--- src/rtl/score_engine.sv ---
// Mastermind-style scorer: latches a code and a guess, counts exact then partial
// matches over a fixed 22-cycle schedule, and drives registered feedback pegs.
module score_engine #(
   parameter int unsigned COLOR_W = 3
) (
   input  logic               clk,
   input  logic               rst,
   input  logic               start,
   input  logic [COLOR_W-1:0] code0,
   input  logic [COLOR_W-1:0] code1,
   input  logic [COLOR_W-1:0] code2,
   input  logic [COLOR_W-1:0] code3,
   input  logic [COLOR_W-1:0] guess0,
   input  logic [COLOR_W-1:0] guess1,
   input  logic [COLOR_W-1:0] guess2,
   input  logic [COLOR_W-1:0] guess3,
   output logic               busy,
   output logic               done,
   output logic [2:0]         exact,
   output logic [2:0]         partial,
   output logic [1:0]         peg0,
   output logic [1:0]         peg1,
   output logic [1:0]         peg2,
   output logic [1:0]         peg3,
   output logic               win
);

   typedef enum logic [2:0] {IDLE, LATCH, EXACT, PARTIAL, DONE} state_t;

   state_t             state, state_nx;
   logic [3:0]         idx;
   logic [1:0]         ii, jj;
   logic [COLOR_W-1:0] code_q  [4];
   logic [COLOR_W-1:0] guess_q [4];
   logic [3:0]         used_code, used_guess, used_code_nx, used_guess_nx;
   logic [2:0]         exact_cnt, partial_cnt, exact_nx, partial_nx, filled_nx;
   logic [1:0]         peg_q  [4];
   logic [1:0]         peg_nx [4];

   // In EXACT only idx[1:0] is used; in PARTIAL idx walks (i,j) with j fastest.
   assign ii = idx[3:2];
   assign jj = idx[1:0];

   always_ff @(posedge clk) begin
      if (rst) state <= IDLE;
      else     state <= state_nx;
   end

   always_comb begin
      state_nx      = state;
      exact_nx      = exact_cnt;
      partial_nx    = partial_cnt;
      used_code_nx  = used_code;
      used_guess_nx = used_guess;
      case (state)
         IDLE: if (start) state_nx = LATCH;
         LATCH: begin
            exact_nx      = 3'd0;
            partial_nx    = 3'd0;
            used_code_nx  = 4'd0;
            used_guess_nx = 4'd0;
            state_nx      = EXACT;
         end
         EXACT: begin
            if (guess_q[jj] == code_q[jj]) begin
               exact_nx          = exact_cnt + 3'd1;
               used_code_nx[jj]  = 1'b1;
               used_guess_nx[jj] = 1'b1;
            end
            if (jj == 2'd3) state_nx = PARTIAL;
         end
         PARTIAL: begin
            if (!used_guess[ii] && !used_code[jj] && guess_q[ii] == code_q[jj]) begin
               partial_nx        = partial_cnt + 3'd1;
               used_code_nx[jj]  = 1'b1;
               used_guess_nx[ii] = 1'b1;
            end
            if (idx == 4'd15) state_nx = DONE;
         end
         DONE:    state_nx = IDLE;
         default: state_nx = IDLE;
      endcase
   end

   // Pegs fill from peg3 downward: exact pegs first, then partial, then blanks.
   always_comb begin
      filled_nx = exact_nx + partial_nx;
      for (int k = 0; k < 4; k++) begin
         if (3'(3 - k) < exact_nx)       peg_nx[k] = 2'd2;
         else if (3'(3 - k) < filled_nx) peg_nx[k] = 2'd1;
         else                            peg_nx[k] = 2'd0;
      end
   end

   always_ff @(posedge clk) begin
      if (rst) begin
         idx         <= 4'd0;
         used_code   <= 4'd0;
         used_guess  <= 4'd0;
         exact_cnt   <= 3'd0;
         partial_cnt <= 3'd0;
         busy        <= 1'b0;
         done        <= 1'b0;
         exact       <= 3'd0;
         partial     <= 3'd0;
         win         <= 1'b0;
         for (int k = 0; k < 4; k++) begin
            code_q[k]  <= '0;
            guess_q[k] <= '0;
            peg_q[k]   <= 2'd0;
         end
      end else begin
         if (state == LATCH) begin
            code_q[0]  <= code0;
            code_q[1]  <= code1;
            code_q[2]  <= code2;
            code_q[3]  <= code3;
            guess_q[0] <= guess0;
            guess_q[1] <= guess1;
            guess_q[2] <= guess2;
            guess_q[3] <= guess3;
         end
         // Step index only while staying in a counting phase; restart on phase change.
         if ((state == EXACT || state == PARTIAL) && state_nx == state)
            idx <= idx + 4'd1;
         else
            idx <= 4'd0;
         used_code   <= used_code_nx;
         used_guess  <= used_guess_nx;
         exact_cnt   <= exact_nx;
         partial_cnt <= partial_nx;
         busy        <= (state_nx != IDLE);
         done        <= (state_nx == DONE);
         if (state_nx == DONE) begin
            exact   <= exact_nx;
            partial <= partial_nx;
            for (int k = 0; k < 4; k++) peg_q[k] <= peg_nx[k];
            if (exact_nx == 3'd4) win <= 1'b1;
         end
      end
   end

   assign peg0 = peg_q[0];
   assign peg1 = peg_q[1];
   assign peg2 = peg_q[2];
   assign peg3 = peg_q[3];

endmodule

--- config.mk ---
export PLATFORM = sky130hd
export DESIGN_NAME = score_engine
export DESIGN_NICKNAME = d
export VERILOG_FILES = /design/src/rtl/score_engine.sv
export SDC_FILE = /design/constraint.sdc
export NUM_CORES = 1
export LEC_CHECK = 0
export ABC_AREA = 1
export BUFFER_PORTS_ARGS = -buffer_cell sky130_fd_sc_hd__buf_2
export CORE_MARGIN = 3
export CORE_UTILIZATION = 35
export CTS_BUF_LIST = sky130_fd_sc_hd__clkbuf_16
export DETAILED_ROUTE_END_ITERATION = 10
export SLEW_MARGIN = 20
export SYNTH_ARGS = -nofsm -noshare
export SYNTH_HDL_FRONTEND = slang
export SYNTH_SLANG_ARGS = --single-unit
--- constraint.sdc ---
create_clock -name clk -period 9.38 [get_ports clk]
set_clock_uncertainty 0.2 [all_clocks]
set_input_delay 1.876 -clock clk [delete_from_list [all_inputs] [get_ports clk]]
set_output_delay 1.876 -clock clk [all_outputs]
set_load 0.02 [all_outputs]
# Yosys cells after proc, flatten, opt, wreduce, memory -nomap -nowiden
# Memory sizes are Yosys's and may differ from the RTL's. A register that Yosys moved wholly into a read port is not among the register bits.
# Index checks and enable logic that the tools add are counted.
# totals
reg_bits,30
mem_bits_rw,32
out_inout_bits,17
wordCells,125
n_memories,3
# classes
add_sub_neg,4
order_cmp,12
eq_ne,12
muxes,53
n_bitwise,16
n_reduce_logical,14
# memory_table
memory,depth,width,rd,rd_ports_with_merged_regs,write_ports,line_no,rtl
code_q,4,3,1,1,4,33,logic [COLOR_W-1:0] code_q [4];
guess_q,4,3,2,2,4,34,logic [COLOR_W-1:0] guess_q [4];
peg_q,4,2,4,0,4,37,logic [1:0] peg_q [4];
# ops
cell,count
$mux W3,13
$pmux W4 S3,2
$mux W2,11
$mux W1,16
$mux W4,4
$lt A1 B3 Y1 const A,4
$lt A2 B3 Y1 const A,4
$or A1 B1 Y1,12
$or A4 B4 Y4,3
$pmux W3 S2,2
$pmux W3 S4,1
$eq A3 B3 Y1,3
$add A3 B1 Y3 const B,2
$eq A3 B2 Y1 const B,2
$eq A3 B3 Y1 const B,2
$lt A2 B3 Y1 const B,2
$reduce_bool A3 Y1,2
$logic_and A1 B1 Y1,5
$add A4 B1 Y4 const B,1
$bmux W1 S2,2
$demux W1 S2,2
$eq A4 B4 Y1 const B,1
$ge A2 B1 Y1 const B,2
$ne A2 B2 Y1 const B,2
10 further kinds,11

# Depth between registers and ports, before layout
# Gate-level depths: netlist of run 1.
# depth
word_depth,12
ltp_mapped,25
depth_no_buf,24

# Least setup slack after synthesis of run 1
# Ideal clock, no wire load.
# synth_timing
path_type,input -> register
from,input rst
to,"memory code_q[0][0], enable pin"
arrival_time_ps,2899
required_time_ps,8791
path_slack_ps,5893
path_stages,3
n_path_buf,1
path_cell_list,buf_2 > inv_1 > nand2_1
# synth_lines
element,line_no,rtl
"start, declared",7,"input logic rst,"
"end, declared",33,

==> results of run 1 <==
## area by class of cell
class	instances	area (um2)
Fill cell	946	5344
Inverter	66	257.7
Timing Repair Buffer	44	222.7
Sequential cell	62	1562
Tap cell	129	161.4
Multi-Input combinational cell	308	1525
Clock inverter	5	67.56
Clock buffer	11	275.3
## routing by layer
layer | vias up | routed length [um] | track usage, % | share of wire (%)
met1 | 1240 | 3078 | 16.50 | 45
met2 | 60 | 3288 | 23.28 | 48
met4 | 0 | 100 | 4.592 | 1.5
met5 | - | 0 | 0 | 0
met3 | 10 | 350 | 4.385 | 5.1
li1 | 1489 | - | - | -
## state kept, by name, indices dropped and copies added (netlist names)
name	flops
win	1
used_code	4
guess_q	12
idx	4
partial	3
done	1
partial_cnt	3
used_guess	4
code_q	12
busy	1
peg_q	8
exact	3
state	3
exact_cnt	3
## metrics by stage
step | hold slack [ps] | setup WS, ps
after floorplan | 230.1 | 5893
after global placement | 236.1 | 5802
after detailed placement | 242.7 | 5701
after CTS | 252.2 | 5686
after global routing | 268.7 | 5326
final | 248.1 | 5742
## worst paths after layout
kind	start	to	slack, ps	depth (start not counted)
worst min-delay path	exact[0]$_SDFFE_PP0P_	exact[0]$_SDFFE_PP0P_	250	2
worst max register to register	idx[0]$_SDFF_PP0_	peg_q[3][0]$_SDFFCE_PN0P_	5740	23
worst min register to register	exact[0]$_SDFFE_PP0P_	exact[0]$_SDFFE_PP0P_	250	2
worst max-delay path	idx[0]$_SDFF_PP0_	peg_q[3][0]$_SDFFCE_PN0P_	5740	23
## cell families (layout without fill, tap and decap cells)
logic type                 count (synthesis)  in the layout  synth area share (%)
and+or+nand+nor                          270            270                 35.31
buffers and inverters                     78            126                 10.29
DFF                                       62             62                 45.38
AOI/OAI and AO/OA                         27             27                 5.055
adders and majority gates                  8              8                 3.127
xor gates and xnor gates                   2              2                0.5092
muxes                                      1              1                0.3272
## where the power goes
| part | internal (mW) | switching [mW] |
|---|---|---|
| Clock | 0.242 | 0.130 |
| Combinational | 0.0266 | 0.0513 |
| Sequential | 0.300 | 0.00862 |
## critical path: cells and delay by family, from the launching register on
family | cells | cell delay (ps)
adders and majority gates | 2 | 530
DFF | 1 | 840
xor gates and xnor gates | 1 | 100
buffers and inverters | 4 | 280
and+or+nand+nor | 16 | 1440
## placed cells by master (no fill, tap or decap), drive strengths merged
cell type,instances
nand4,5
clkbuf,11
or2,1
nor2,60
xor2,1
dfxtp,30
nand2,156
inv,69
ha,7
clkinv,1
buf,44
edfxtp,32
and2,1
o31ai,2
nand3,47
fa,1
a31oi,1
a21oi,12
bufinv,1
xnor2,1
o21ai,12
mux2,1
==> results.sh, run 1 <==
export IMPL_status="finished, final reports clean"
export IMPL_slowest_delay_ps=840
export IMPL_yosys_warnings=0
export IMPL_numPortBuffers=43
export IMPL_antenna_found_initial=0
export IMPL_cts_made_buffers=9
export IMPL_die_h_um=105.2
export IMPL_start_kind="register"
export IMPL_synth_avg_cell_area_um2=7.680
export IMPL_ys_types=36
export IMPL_cts_root_buf="clkbuf_16"
export IMPL_grt_pass1_vias=2714
export IMPL_totalWireLength_um=6817
export IMPL_drc=0
export IMPL_ant_nets=0
export IMPL_yosysTopAreaCell="edfxtp_1"
export IMPL_crit_chain="inv_8 > nand2_1 > nand2_1 > nand2_1 > nand2_1 > nand2_1 > nand2_1 > nor2_1 > nand4_2 > nor2_2 > xnor2_1 > nor2_1 > ha_1 > inv_1 > fa_1 > inv_1 > nand3_1 > nand2_1 > nand2_1 > nand2_2 > nand3_1 > nand2_1 > inv_1"
export IMPL_grt_max_degree=34
export IMPL_ys_seq_elements=62
export IMPL_arrival_ps=3540
export IMPL_final_util_pct=43.24
export IMPL_critPathMostFrequentCell="nand2_1"
export IMPL_routedWlPerCell_um=10.91
export IMPL_max_freq_ghz=0.2749
export IMPL_period_needed_ps=3638
export IMPL_clock_sinks=62
export IMPL_cts_path_max_buffers=2
export IMPL_crit_type="register to register"
export IMPL_worstSetupEndpointType="register"
export IMPL_place_hpwl_um=5023
export IMPL_num_vias=2799
export IMPL_p_total_uw=758.7
export IMPL_drive_gt1_share_pct=20.97
export IMPL_peakVddDrop_v=0.0001001
export IMPL_synthTopCellsByCount="nand2_1, inv_1, nor2_1"
export IMPL_synth_ff_type="edfxtp_1"
export IMPL_yosysSeqAreaShare_pct=45.38
export IMPL_async_reset_ff_share_pct=0
export IMPL_path_max_fanout=21
export IMPL_hold_class="register to register"
export IMPL_yosys_top_cells_area="edfxtp_1, dfxtp_1, nand2_1"
export IMPL_final_hold_viol_count=0
export IMPL_syn_area_um2=3441
export IMPL_stdcell_count=625
export IMPL_core_um2=9415
export IMPL_cts_tree="done"
export IMPL_grt_first_pass_wirelength_um=12250
export IMPL_dp_cells=609
export IMPL_fin_tns_setup_ps=0
export IMPL_powerDensity_nw_per_um2=186.3
export IMPL_path_clk_slew_ps=60
export IMPL_die_area_um2=11060
export IMPL_tightest_slew_ps=799.5
export IMPL_die_w_um=105.2
export IMPL_vias_per_cell=4.478
export IMPL_synth_edff_count=32
export IMPL_slew_headroom_pct=46.63
export IMPL_yosysTopAreaCellShare_pct=27.93
export IMPL_ios=44
export IMPL_cts_hold_buf=0
export IMPL_antennaDiodeCount=0
export IMPL_syn_inst=448
export IMPL_drt_first_pass_iters=4
export IMPL_cp_data_required_time_ps=9280
export IMPL_std_cell_rows=35
export IMPL_setup_viol=0
export IMPL_post_cts_buffers=0
export IMPL_start_util_pct=36.54
export IMPL_drv_slew=0
export IMPL_nets=526
export IMPL_rsz0062_at_grt="no"
export IMPL_cp_slowest_cell="dfxtp_1"
export IMPL_place_area_um2=3729
export IMPL_cts_resized=0
export IMPL_synth_nets=483
export IMPL_drtIter0Drc=179
export IMPL_grt_overflow=0
export IMPL_p_leak_nw=1.912
export IMPL_area_growth_pct=18.33
export IMPL_finalCritPeriodShare_pct=38.79
export IMPL_clk_latency_ps=330
export IMPL_place_congestion=0.8110
export IMPL_maxCapViolCount=0
export IMPL_htreeDepth=3
export IMPL_track_usage_pct=13.76
export IMPL_synth_most_common_cell="nand2_1"
export IMPL_design_area_um2=4071
(Power assumes the default switching activity.)
==> run 2, diff against run 1 <==
--- a/config.mk
+++ b/config.mk
@@ -5,7 +5,7 @@
 export SDC_FILE = /design/constraint.sdc
 export NUM_CORES = 1
 export LEC_CHECK = 0
-export ABC_AREA = 1
+export ABC_AREA = 0
 export BUFFER_PORTS_ARGS = -buffer_cell sky130_fd_sc_hd__buf_2
 export CORE_MARGIN = 3
 export CORE_UTILIZATION = 35
==> constraint.sdc (replaced) <==
create_clock -name clk -period 3.5 [get_ports clk]
set_clock_uncertainty 0.2 [all_clocks]
set_input_delay 0.7 -clock clk [delete_from_list [all_inputs] [get_ports clk]]
set_output_delay 0.7 -clock clk [all_outputs]
set_load 0.02 [all_outputs]
==> run 2 against run 1 <==
Net effect: setup slack got worse by 5700 ps; sequential cell count did not move; global-route usage fell by 1.2 points; total power rose to 2.6 times the previous value; critical path depth fell by 9; die area fell by 13%; count of clock-buffer cells in the layout fell by 2; clock power rose by 140%; non-clock buffer count rose by 20; highest routed layer unchanged.
==> results.sh, run 2 <==
export IMPL_status="finished, final reports clean"
export IMPL_tightest_slew_ps=645.9
export IMPL_drv_slew=0
export IMPL_reg_top3="code_q (12), guess_q (12), peg_q (8)"
export IMPL_use_met1_pct=15.89
export IMPL_p_clk_share_pct=46.6
export IMPL_antenna_found_initial=0
export IMPL_start_kind="register"
export IMPL_critPathBufInv=4
export IMPL_synth_most_common_cell="nor2_1"
export IMPL_nets=359
export IMPL_routedWlPerCell_um=13.10
export IMPL_slowest_delay_ps=560
export IMPL_hold_class="register to register"
export IMPL_ys_seq_elements=62
export IMPL_cts_made_buffers=9
export IMPL_syn_inst=262
export IMPL_period_needed_ps=3414
export IMPL_ys_types=42
export IMPL_grt_pass1_vias=2032
export IMPL_start_util_pct=37.25
export IMPL_drtIter0Drc=83
export IMPL_final_util_pct=47.39
export IMPL_path_clk_slew_ps=50
export IMPL_critical_path_top_delay_family="multiplexers"
export IMPL_finalCritPeriodShare_pct=97.54
export IMPL_drc=0
export IMPL_p_sw_share_pct=21.68
export IMPL_powerDensity_nw_per_um2=515.2
export IMPL_antennaDiodeCount=0
export IMPL_grt_first_pass_wirelength_um=9632
export IMPL_cts_root_buf="clkbuf_16"
export IMPL_power_share_sequential_pct=42.5
export IMPL_synth_avg_cell_area_um2=11.33
export IMPL_vias_per_cell=4.724
export IMPL_die_h_um=98.09
export IMPL_synthTopCellsByCount="nor2_1, edfxtp_1, dfxtp_1"
export IMPL_synth_nets=297
export IMPL_p_total_mw=1.945
export IMPL_grt_overflow=0
export IMPL_cts_tree="done"
export IMPL_yosys_top_cells_area="edfxtp_1, dfxtp_1, mux4_2"
export IMPL_worstSetupEndpointType="register"
export IMPL_cts_hold_buf=0
export IMPL_die_area_um2=9621
export IMPL_drt_first_pass_iters=4
export IMPL_num_vias=2036
export IMPL_peakVddDrop_v=0.0002706
export IMPL_yosysSeqAreaShare_pct=52.61
export IMPL_p_sw_uw=421.7
export IMPL_critPathMostFrequentCell="xnor2_2"
export IMPL_clock_sinks=62
export IMPL_std_cell_rows=32
export IMPL_max_freq_ghz=0.2929
export IMPL_yosysTopAreaCellShare_pct=32.38
export IMPL_place_hpwl_um=4103
export IMPL_yosys_warnings=0
export IMPL_use_met2_pct=19.95
export IMPL_htreeDepth=3
export IMPL_cp_data_required_time_ps=3370
export IMPL_mostFrequentLayoutCells="buf_2, nor2_1, edfxtp_1"
export IMPL_crit_type="register to register"
export IMPL_track_usage_pct=12.58
export IMPL_p_comb_share_pct=10.9
export IMPL_synth_ff_type="edfxtp_1"
export IMPL_final_hold_viol_count=0
export IMPL_numPortBuffers=43
export IMPL_path_max_fanout=7
export IMPL_arrival_ps=3280
export IMPL_internal_power_mw=1.524
export IMPL_top_usage_layer="met2"
export IMPL_setup_viol=0
export IMPL_die_w_um=98.09
export IMPL_grt_max_degree=33
export IMPL_mostFrequentLayoutCell="buf_2"
export IMPL_cts_path_max_buffers=2
export IMPL_async_reset_ff_share_pct=0
export IMPL_crit_chain="buf_12 > mux4_2 > xnor2_2 > and3_4 > nand3b_1 > mux2_4 > inv_2 > ha_1 > inv_1 > fa_2 > xnor2_2 > xnor2_1 > buf_4 > a31oi_1"
export IMPL_maxCapViolCount=0
export IMPL_rsz0062_at_grt="yes"
export IMPL_ios=44
export IMPL_synth_edff_count=32
export IMPL_grtUsageMet3_pct=4.643
export IMPL_slew_headroom_pct=56.94
export IMPL_place_congestion=0.7764
export IMPL_totalWireLength_um=5647
export IMPL_cp_slowest_cell="mux4_2"
export IMPL_ant_nets=0
export IMPL_syn_area_um2=2968
export IMPL_p_leak_nw=1.499
export IMPL_clk_latency_ps=330
export IMPL_yosysTopAreaCell="edfxtp_1"
export IMPL_core_um2=7968
export IMPL_drive_gt1_share_pct=32.52
export IMPL_area_growth_pct=27.23
## run 2: layout make-up
cell class | count | area, um2
inverter | 12 | 45.04
tap | 102 | 127.6
timing repair buffer | 64 | 385.4
clock buffer | 9 | 225.2
fill | 729 | 4192
clock inverter | 7 | 81.33
multi-input combinational | 175 | 1349
sequential | 62 | 1563
## run 2: metrics by stage
| stage | setup slack [ps] | hold WS, ps | setup TNS (ps) | area, um2 | cells |
|---|---|---|---|---|---|
| 6_report | 86.03 | 251.3 | 0 | 3776 | 431 |
| 5_1_grt | -52.02 | 274.1 | -76.52 | 3776 | 431 |
| 4_1_cts | 10.85 | 254.8 | 0 | 3731 | 430 |
| 3_5_place_dp | -79.83 | 248.3 | -215.4 | 3408 | 413 |
| 3_3_place_gp | 9.876 | 244.0 | 0 | 3408 | 413 |
| 2_1_floorplan | 25.05 | 231.5 | 0 | 2968 | 262 |
## run 2: path summary, 6_finish.rpt
path                                              start                   endpoint  slack, ps  cells after the start
worst max-delay path                  idx[0]$_SDFF_PP0_  peg_q[3][0]$_SDFFCE_PN0P_         90                     14
worst min register to register  partial[1]$_SDFFE_PP0P_    partial[1]$_SDFFE_PP0P_        250                      2
worst min-delay path            partial[1]$_SDFFE_PP0P_    partial[1]$_SDFFE_PP0P_        250                      2
worst max register to register        idx[0]$_SDFF_PP0_  peg_q[3][0]$_SDFFCE_PN0P_         90                     14
## run 2: power groups by stage
| stage | Clock (mW) | Combinational [mW] | Sequential (mW) |
|---|---|---|---|
| final | 0.907 | 0.212 | 0.827 |
| after global routing | 0.956 | 0.236 | 0.831 |
| after CTS | 0.923 | 0.202 | 0.827 |
| after detailed placement | 0 | 0.199 | 0.841 |
| after global placement | 0 | 0.196 | 0.840 |
| after floorplan | 0 | 0.134 | 0.837 |
## run 2: cells by family (layout without fill, tap and decap cells)
family                   count (synthesis)  after routing  share of synthesized area (%)
AO/OA/AOI/OAI                           35             35                          8.179
XOR/XNOR                                11             11                          4.005
flip-flops                              62             62                          52.61
multiplexers                            16             16                          10.20
adder cells (fa/ha/maj)                  8              8                          3.626
AND/OR/NAND/NOR                        105            105                          17.92
buffers and inverters                   25             92                          3.457
## run 2: timing repair
| item | 4_1_cts | 5_1_grt |
|---|---|---|
| pin swaps | 2 | 5 |
| gates resized for setup | 2 | 8 |
| buffers inserted | 1 | 1 |
| endpoints found under the setup margin | 4 | 4 |
## run 2: layer usage
| metal | wire [um] | vias to the layer above |
|---|---|---|
| met3 | 264 | 8 |
| met4 | 65 | 0 |
| met1 | 2556 | 947 |
| met5 | 0 | - |
| met2 | 2760 | 44 |
| li1 | - | 1037 |
## run 2: worst reg2reg max path: stages, from the launching register on
cell	delay, ps
dfxtp_2	350
buf_12	130
mux4_2	570
xnor2_2	180
and3_4	210
nand3b_1	120
mux2_4	330
inv_2	50
ha_1	130
inv_1	50
fa_2	350
xnor2_2	140
xnor2_1	140
buf_4	140
a31oi_1	80
